===== src/rtl/seq_shift_add_mult.sv =====
// Sequential shift-and-add unsigned multiplier.
//
// full_adder          : one-bit full-adder cell used to build the accumulator adder.
// seq_shift_add_mult  : WIDTH x WIDTH -> 2*WIDTH unsigned multiplier, one
//                       multiplier bit per cycle, fixed WIDTH-cycle run.
//
// Ports (seq_shift_add_mult):
//   clk        in   rising-edge clock
//   rst_n      in   asynchronous active-low reset
//   in_valid   in   a/b valid this cycle
//   in_ready   out  block accepts operands (IDLE only)
//   a          in   WIDTH-bit unsigned multiplicand
//   b          in   WIDTH-bit unsigned multiplier
//   out_valid  out  product valid and held (DONE only)
//   out_ready  in   consumer takes the product this cycle
//   product    out  2*WIDTH-bit registered product
//   busy       out  high while the multiply is running (RUN only)

module full_adder (
    input  logic a,
    input  logic b,
    input  logic cin,
    output logic sum,
    output logic cout
);

    assign sum  = a ^ b ^ cin;
    assign cout = (a & b) | (cin & (a ^ b));

endmodule

module seq_shift_add_mult #(
    parameter int WIDTH = 8
) (
    input  logic                 clk,
    input  logic                 rst_n,
    input  logic                 in_valid,
    output logic                 in_ready,
    input  logic [WIDTH-1:0]     a,
    input  logic [WIDTH-1:0]     b,
    output logic                 out_valid,
    input  logic                 out_ready,
    output logic [2*WIDTH-1:0]   product,
    output logic                 busy
);

    localparam int PW = 2 * WIDTH;
    // One extra bit so the counter can still count the final RUN cycle.
    localparam int CW = $clog2(WIDTH + 1);
    localparam logic [CW-1:0] CNT_ONE  = {{(CW-1){1'b0}}, 1'b1};
    localparam logic [CW-1:0] LAST_CNT = CW'(WIDTH - 1);

    typedef enum logic [1:0] {
        IDLE = 2'd0,
        RUN  = 2'd1,
        DONE = 2'd2
    } state_t;

    state_t          state_r;
    state_t          state_next_s;
    logic            accept_s;
    logic            last_s;

    logic [PW-1:0]    mcand_r;
    logic [WIDTH-1:0] mplier_r;
    logic [PW-1:0]    acc_r;
    logic [CW-1:0]    cnt_r;
    logic [PW-1:0]    product_r;
    logic             in_ready_r;
    logic             out_valid_r;
    logic             busy_r;

    logic [PW-1:0]    addend_s;
    logic [PW-1:0]    sum_s;
    logic [PW-1:0]    carry_s;
    // Carry out of the MSB is dropped: a WIDTH x WIDTH product always fits.
    logic             unused_carry_out_s;

    // Addend gating: the multiplicand is added only when the multiplier LSB is set.
    always_comb begin
        addend_s = {PW{1'b0}};
        if (mplier_r[0]) begin
            addend_s = mcand_r;
        end else begin
            addend_s = {PW{1'b0}};
        end
    end

    assign carry_s[0] = 1'b0;

    for (genvar i = 0; i < PW; i++) begin : g_rca
        if (i == PW - 1) begin : g_msb
            full_adder u_fa (
                .a    (acc_r[i]),
                .b    (addend_s[i]),
                .cin  (carry_s[i]),
                .sum  (sum_s[i]),
                .cout (unused_carry_out_s)
            );
        end else begin : g_bit
            full_adder u_fa (
                .a    (acc_r[i]),
                .b    (addend_s[i]),
                .cin  (carry_s[i]),
                .sum  (sum_s[i]),
                .cout (carry_s[i+1])
            );
        end
    end

    // Next-state logic and per-cycle strobes.
    always_comb begin
        state_next_s = state_r;
        accept_s     = 1'b0;
        last_s       = 1'b0;
        case (state_r)
            IDLE: begin
                if (in_valid) begin
                    accept_s     = 1'b1;
                    state_next_s = RUN;
                end else begin
                    state_next_s = IDLE;
                end
            end
            RUN: begin
                // Fixed-length run: no early exit on zero operands.
                if (cnt_r == LAST_CNT) begin
                    last_s       = 1'b1;
                    state_next_s = DONE;
                end else begin
                    state_next_s = RUN;
                end
            end
            DONE: begin
                if (out_ready) begin
                    state_next_s = IDLE;
                end else begin
                    state_next_s = DONE;
                end
            end
            default: begin
                state_next_s = IDLE;
            end
        endcase
    end

    // State register.
    always_ff @(posedge clk or negedge rst_n) begin
        if (!rst_n) begin
            state_r <= IDLE;
        end else begin
            state_r <= state_next_s;
        end
    end

    // Datapath: operand capture on accept, shift-and-add while running.
    always_ff @(posedge clk or negedge rst_n) begin
        if (!rst_n) begin
            mcand_r  <= {PW{1'b0}};
            mplier_r <= {WIDTH{1'b0}};
            acc_r    <= {PW{1'b0}};
            cnt_r    <= {CW{1'b0}};
        end else if (accept_s) begin
            mcand_r  <= {{WIDTH{1'b0}}, a};
            mplier_r <= b;
            acc_r    <= {PW{1'b0}};
            cnt_r    <= {CW{1'b0}};
        end else if (state_r == RUN) begin
            acc_r    <= sum_s;
            mcand_r  <= {mcand_r[PW-2:0], 1'b0};
            mplier_r <= {1'b0, mplier_r[WIDTH-1:1]};
            cnt_r    <= cnt_r + CNT_ONE;
        end else begin
            mcand_r  <= mcand_r;
            mplier_r <= mplier_r;
            acc_r    <= acc_r;
            cnt_r    <= cnt_r;
        end
    end

    // Product register: loaded with the final sum, kept after the handshake.
    always_ff @(posedge clk or negedge rst_n) begin
        if (!rst_n) begin
            product_r <= {PW{1'b0}};
        end else if (last_s) begin
            product_r <= sum_s;
        end else begin
            product_r <= product_r;
        end
    end

    // Status flags registered from the next state so they track the FSM exactly.
    always_ff @(posedge clk or negedge rst_n) begin
        if (!rst_n) begin
            in_ready_r  <= 1'b1;
            out_valid_r <= 1'b0;
            busy_r      <= 1'b0;
        end else begin
            in_ready_r  <= (state_next_s == IDLE);
            out_valid_r <= (state_next_s == DONE);
            busy_r      <= (state_next_s == RUN);
        end
    end

    assign in_ready  = in_ready_r;
    assign out_valid = out_valid_r;
    assign busy      = busy_r;
    assign product   = product_r;

endmodule

===== config.mk =====
export PLATFORM = sky130hd
export DESIGN_NAME = seq_shift_add_mult
export DESIGN_NICKNAME = d
export VERILOG_FILES = /design/src/rtl/seq_shift_add_mult.sv
export SDC_FILE = /design/constraint.sdc
export NUM_CORES = 1
export LEC_CHECK = 0
export CORE_MARGIN = 2
export CORE_UTILIZATION = 25
export DETAILED_ROUTE_END_ITERATION = 8
export PLACE_DENSITY = 0.53
export SYNTH_ARGS = -nofsm -noshare
export SYNTH_HDL_FRONTEND = slang
export SYNTH_SLANG_ARGS = --single-unit
export TNS_END_PERCENT = 5

===== constraint.sdc =====
create_clock -name clk -period 6.6 [get_ports clk]
set_input_delay 1.98 -clock clk [delete_from_list [all_inputs] [get_ports clk]]
set_output_delay 1.98 -clock clk [all_outputs]
set_load 0.1 [all_outputs]

==> results.cfg <==
[outcome]
outcome = finished clean

[global_route]
grt_usage = 0.110
grt_pass1_wl_mm = 11.3
grt_max_degree = 66
grt_pass1_vias = 2167
grt_remaining_overflow = 0
antenna_found_initial = 0

[power_and_ir_drop]
p_comb_frac = 0.408
switching_share = 0.423
clockPowerShare = 0.257
switchingPower_uw = 841
powerDensity_nw_per_um2 = 521
cell_internal_pwr_mw = 1.15
seqPwrFrac = 0.335
p_leak_nw = 1.57
peakVddDrop_mv = 0.143

[route]
avgViaCountPerCell = 4.59
drt-initial-drc-count = 130
ant_nets = 0
routed_wl_mm = 6.61
wl_per_cell_um = 14.8
dr.pass1.iters = 5
drcViolationCount = 0
num_vias = 2057

[synth]
synth_top_family_by_area = compound AO/OA/AOI/OAI gates
netlist.area_leader.share = 0.536
synthArstFlopShare = 1.00
synthFlopType = dfrtp_1
synth_cell_types = 29
synth.largest_area_cell = dfrtp_1
synth_compound_area_frac = 0.194
synthesis.area_sq_um = 2990
avgSynthCellArea_sq_um = 11.2
syn_nets = 302
synth_adder_area_share = 0.102
postSynthCellCount = 266
synth_seq_cells = 65
synthXorXnorAreaFrac = 0.00587
synth_warnings = 0
synth-simple-area-share = 0.0847
synthMuxAreaShare = 0.0151
ys_seq_area_frac = 0.545
synth_area_leaders = dfrtp_1 (54%), fa_1 (9.4%), o21ai_0 (6.7%)
synth_edf_count = 0

[die]
start_util = 0.259
die_w_um = 113
row_count = 39
core_area_sq_um = 11500
die_y_um = 113
die_area_sq_um = 12800
num_io_pins = 39

[clock_network]
clk_latency_ns = 0.32
cts_buffer_depth = 2
cts_buffers = 9
clock-sinks = 65
htree_num_levels = 3
clkTransAtPathRegs_ns = 0.05
ctsHoldBuffers = 0
root_buffer = clkbuf_16
tritoncts = built

[final_layout]
num-nets-final = 336
drive_gt1_frac = 0.105
design_area_sq_um = 3810
diodes = 0
area_delta_synth_final_pct = 27.7

[worst_setup_path]
start_kind = flip-flop
worst-path-max-fanout = 3
slowest_delay_ns = 0.44
slowest_stage = fa_2
path_buf_inv = 2
worst-endpoint-required_ns = 6.80
critPathCaptureType = flip-flop
crit_chain = and2_1 > ha_1 > inv_1 > fa_1 > fa_2 > fa_2 > fa_2 > fa_1 > fa_1 > fa_1 > fa_1 > fa_1 > fa_1 > fa_1 > fa_1 > inv_1 > fa_1 > fa_2 > mux2_2
arrival_ns = 6.46
critPathKind = reg2reg
crit_family = adder cells
cp_common_cell = fa_1

[timing]
fin_skew_ns = 0.00264
slew-limit-headroom = 0.256
finalSetupTns_ns = 0
period_share = 0.948
final-hold-violation-count = 0
worst_slack_ns = 0.340
max_freq_ghz = 0.160
rsz0062_at_grt = no
slew_violations = 0
worst_hold_slack_ns = 0.479
fin_crit_ns = 6.26
setup_viol = 0
tightest_slew_ns = 1.11

[placement]
dp_slack_ns = 0.205
place_congestion = 0.770
io_buffers = 38
dpl_cell_area_sq_um = 3470
dp_hpwl_mm = 4.21

[job]
drv_cap = 0

[worst_hold_path]
hp-class = reg2reg
[Yosys cell counts, drive strengths merged (3+ instances only)]
master,number
a22o,15
nor2,3
o31ai,13
and2,3
dfrtp,64
mux2,4
a22oi,14
nand2,42
o21ai,41
buf,12
fa,14
nor2b,4
clkbuf,8
inv,14
[through the flow]
step	power (mW)	utilization	instances
after global placement	1.47	0.301	431
after global routing	2.11	0.331	448
after CTS	2.01	0.330	447
after detailed placement	1.49	0.301	431
after floorplan	1.27	-	266
final	1.99	0.331	448
[state kept, by name (all words and copies together) (netlist names)]
name	cells
product	16
out_valid	1
mcand_r	16
mplier_r	8
cnt_r	4
busy	1
acc_r	16
in_ready	1
state_r	2
[power by group through the flow]
stage | logic, mW | registers, mW | clock network (mW)
global placement | 0.806 | 0.667 | 0
finish | 0.811 | 0.667 | 0.510
CTS | 0.817 | 0.669 | 0.521
floorplan | 0.348 | 0.926 | 0
detailed placement | 0.815 | 0.671 | 0
global route | 0.881 | 0.689 | 0.539
[cells by family (layout without fill, tap and decap cells)]
family                   count (synthesis)  after routing
AO/OA/AOI/OAI                           88             88
XOR/XNOR                                 2              2
adder cells (fa/ha/maj)                 16             16
buffers and inverters                   34             73
flip-flops                              65             65
multiplexers                             4              4
AND/OR/NAND/NOR                         57             57
[cell type report]
type	count	area [sq um]
tap	143	179
clock inverter	1	30.0
inverter	14	52.6
timing repair buffer	43	413
fill	1173	7700
clock buffer	15	298
sequential	65	1630
multi-input combinational	167	1210
[worst register-to-register path, cell delays in order, from the launching register on]
cell     delay (ns)
dfrtp_1        0.36
and2_1         0.14
ha_1           0.13
inv_1          0.05
fa_1           0.39
fa_2           0.36
fa_2           0.35
fa_2           0.36
fa_1           0.39
fa_1           0.39
fa_1           0.38
fa_1           0.38
fa_1           0.38
fa_1           0.38
fa_1           0.38
fa_1           0.36
inv_1          0.07
fa_1           0.18
fa_2           0.44
mux2_2         0.27
[metal layers]
metal  wire length, um  up-vias  global-route usage
met1              3250     1025               0.150
li1                  -      995                   -
met4                45        0              0.0341
met2              3100       30               0.173
met3               213        7              0.0289
met5                 0        -                   0
[final timing paths]
| check | startpoint | end | slack, ns | depth (start not counted) |
|---|---|---|---|---|
| setup reg to reg | mcand_r[0] | product[14] | 0.34 | 19 |
| max in group asynchronous | rst_n | acc_r[6] | 4.20 | 2 |
| min in group asynchronous | rst_n | product[7] | 1.85 | 2 |
| hold / removal | acc_r[11] | acc_r[11] | 0.48 | 2 |
| hold reg to reg | acc_r[11] | acc_r[11] | 0.48 | 2 |
| setup / recovery | mcand_r[0] | product[14] | 0.34 | 19 |
[cell usage in the layout (no fill, tap or decap), types with 2 or more instances in the layout]
cell	Yosys	final
a21o_1	2	2
a22o_1	15	15
a22oi_1	14	14
and2_1	3	3
buf_4	4	5
clkbuf_16	0	9
clkbuf_8	0	5
clkdlybuf4s50_1	0	37
dfrtp_1	64	64
fa_1	14	10
fa_2	0	4
ha_1	2	2
inv_1	14	14
mux2_2	4	4
nand2_1	42	42
nand3_1	2	2
nor2_1	3	3
nor2b_1	3	3
o21ai_0	40	40
o31ai_1	13	13
xnor2_1	2	2
[repair_timing]
| action | CTS | global route |
|---|---|---|
| setup buffers | 0 | 1 |
| gates resized for setup | 0 | 4 |
| endpoints found under the setup margin | 0 | 4 |
Note: power is estimated with default switching activity, not from simulation.
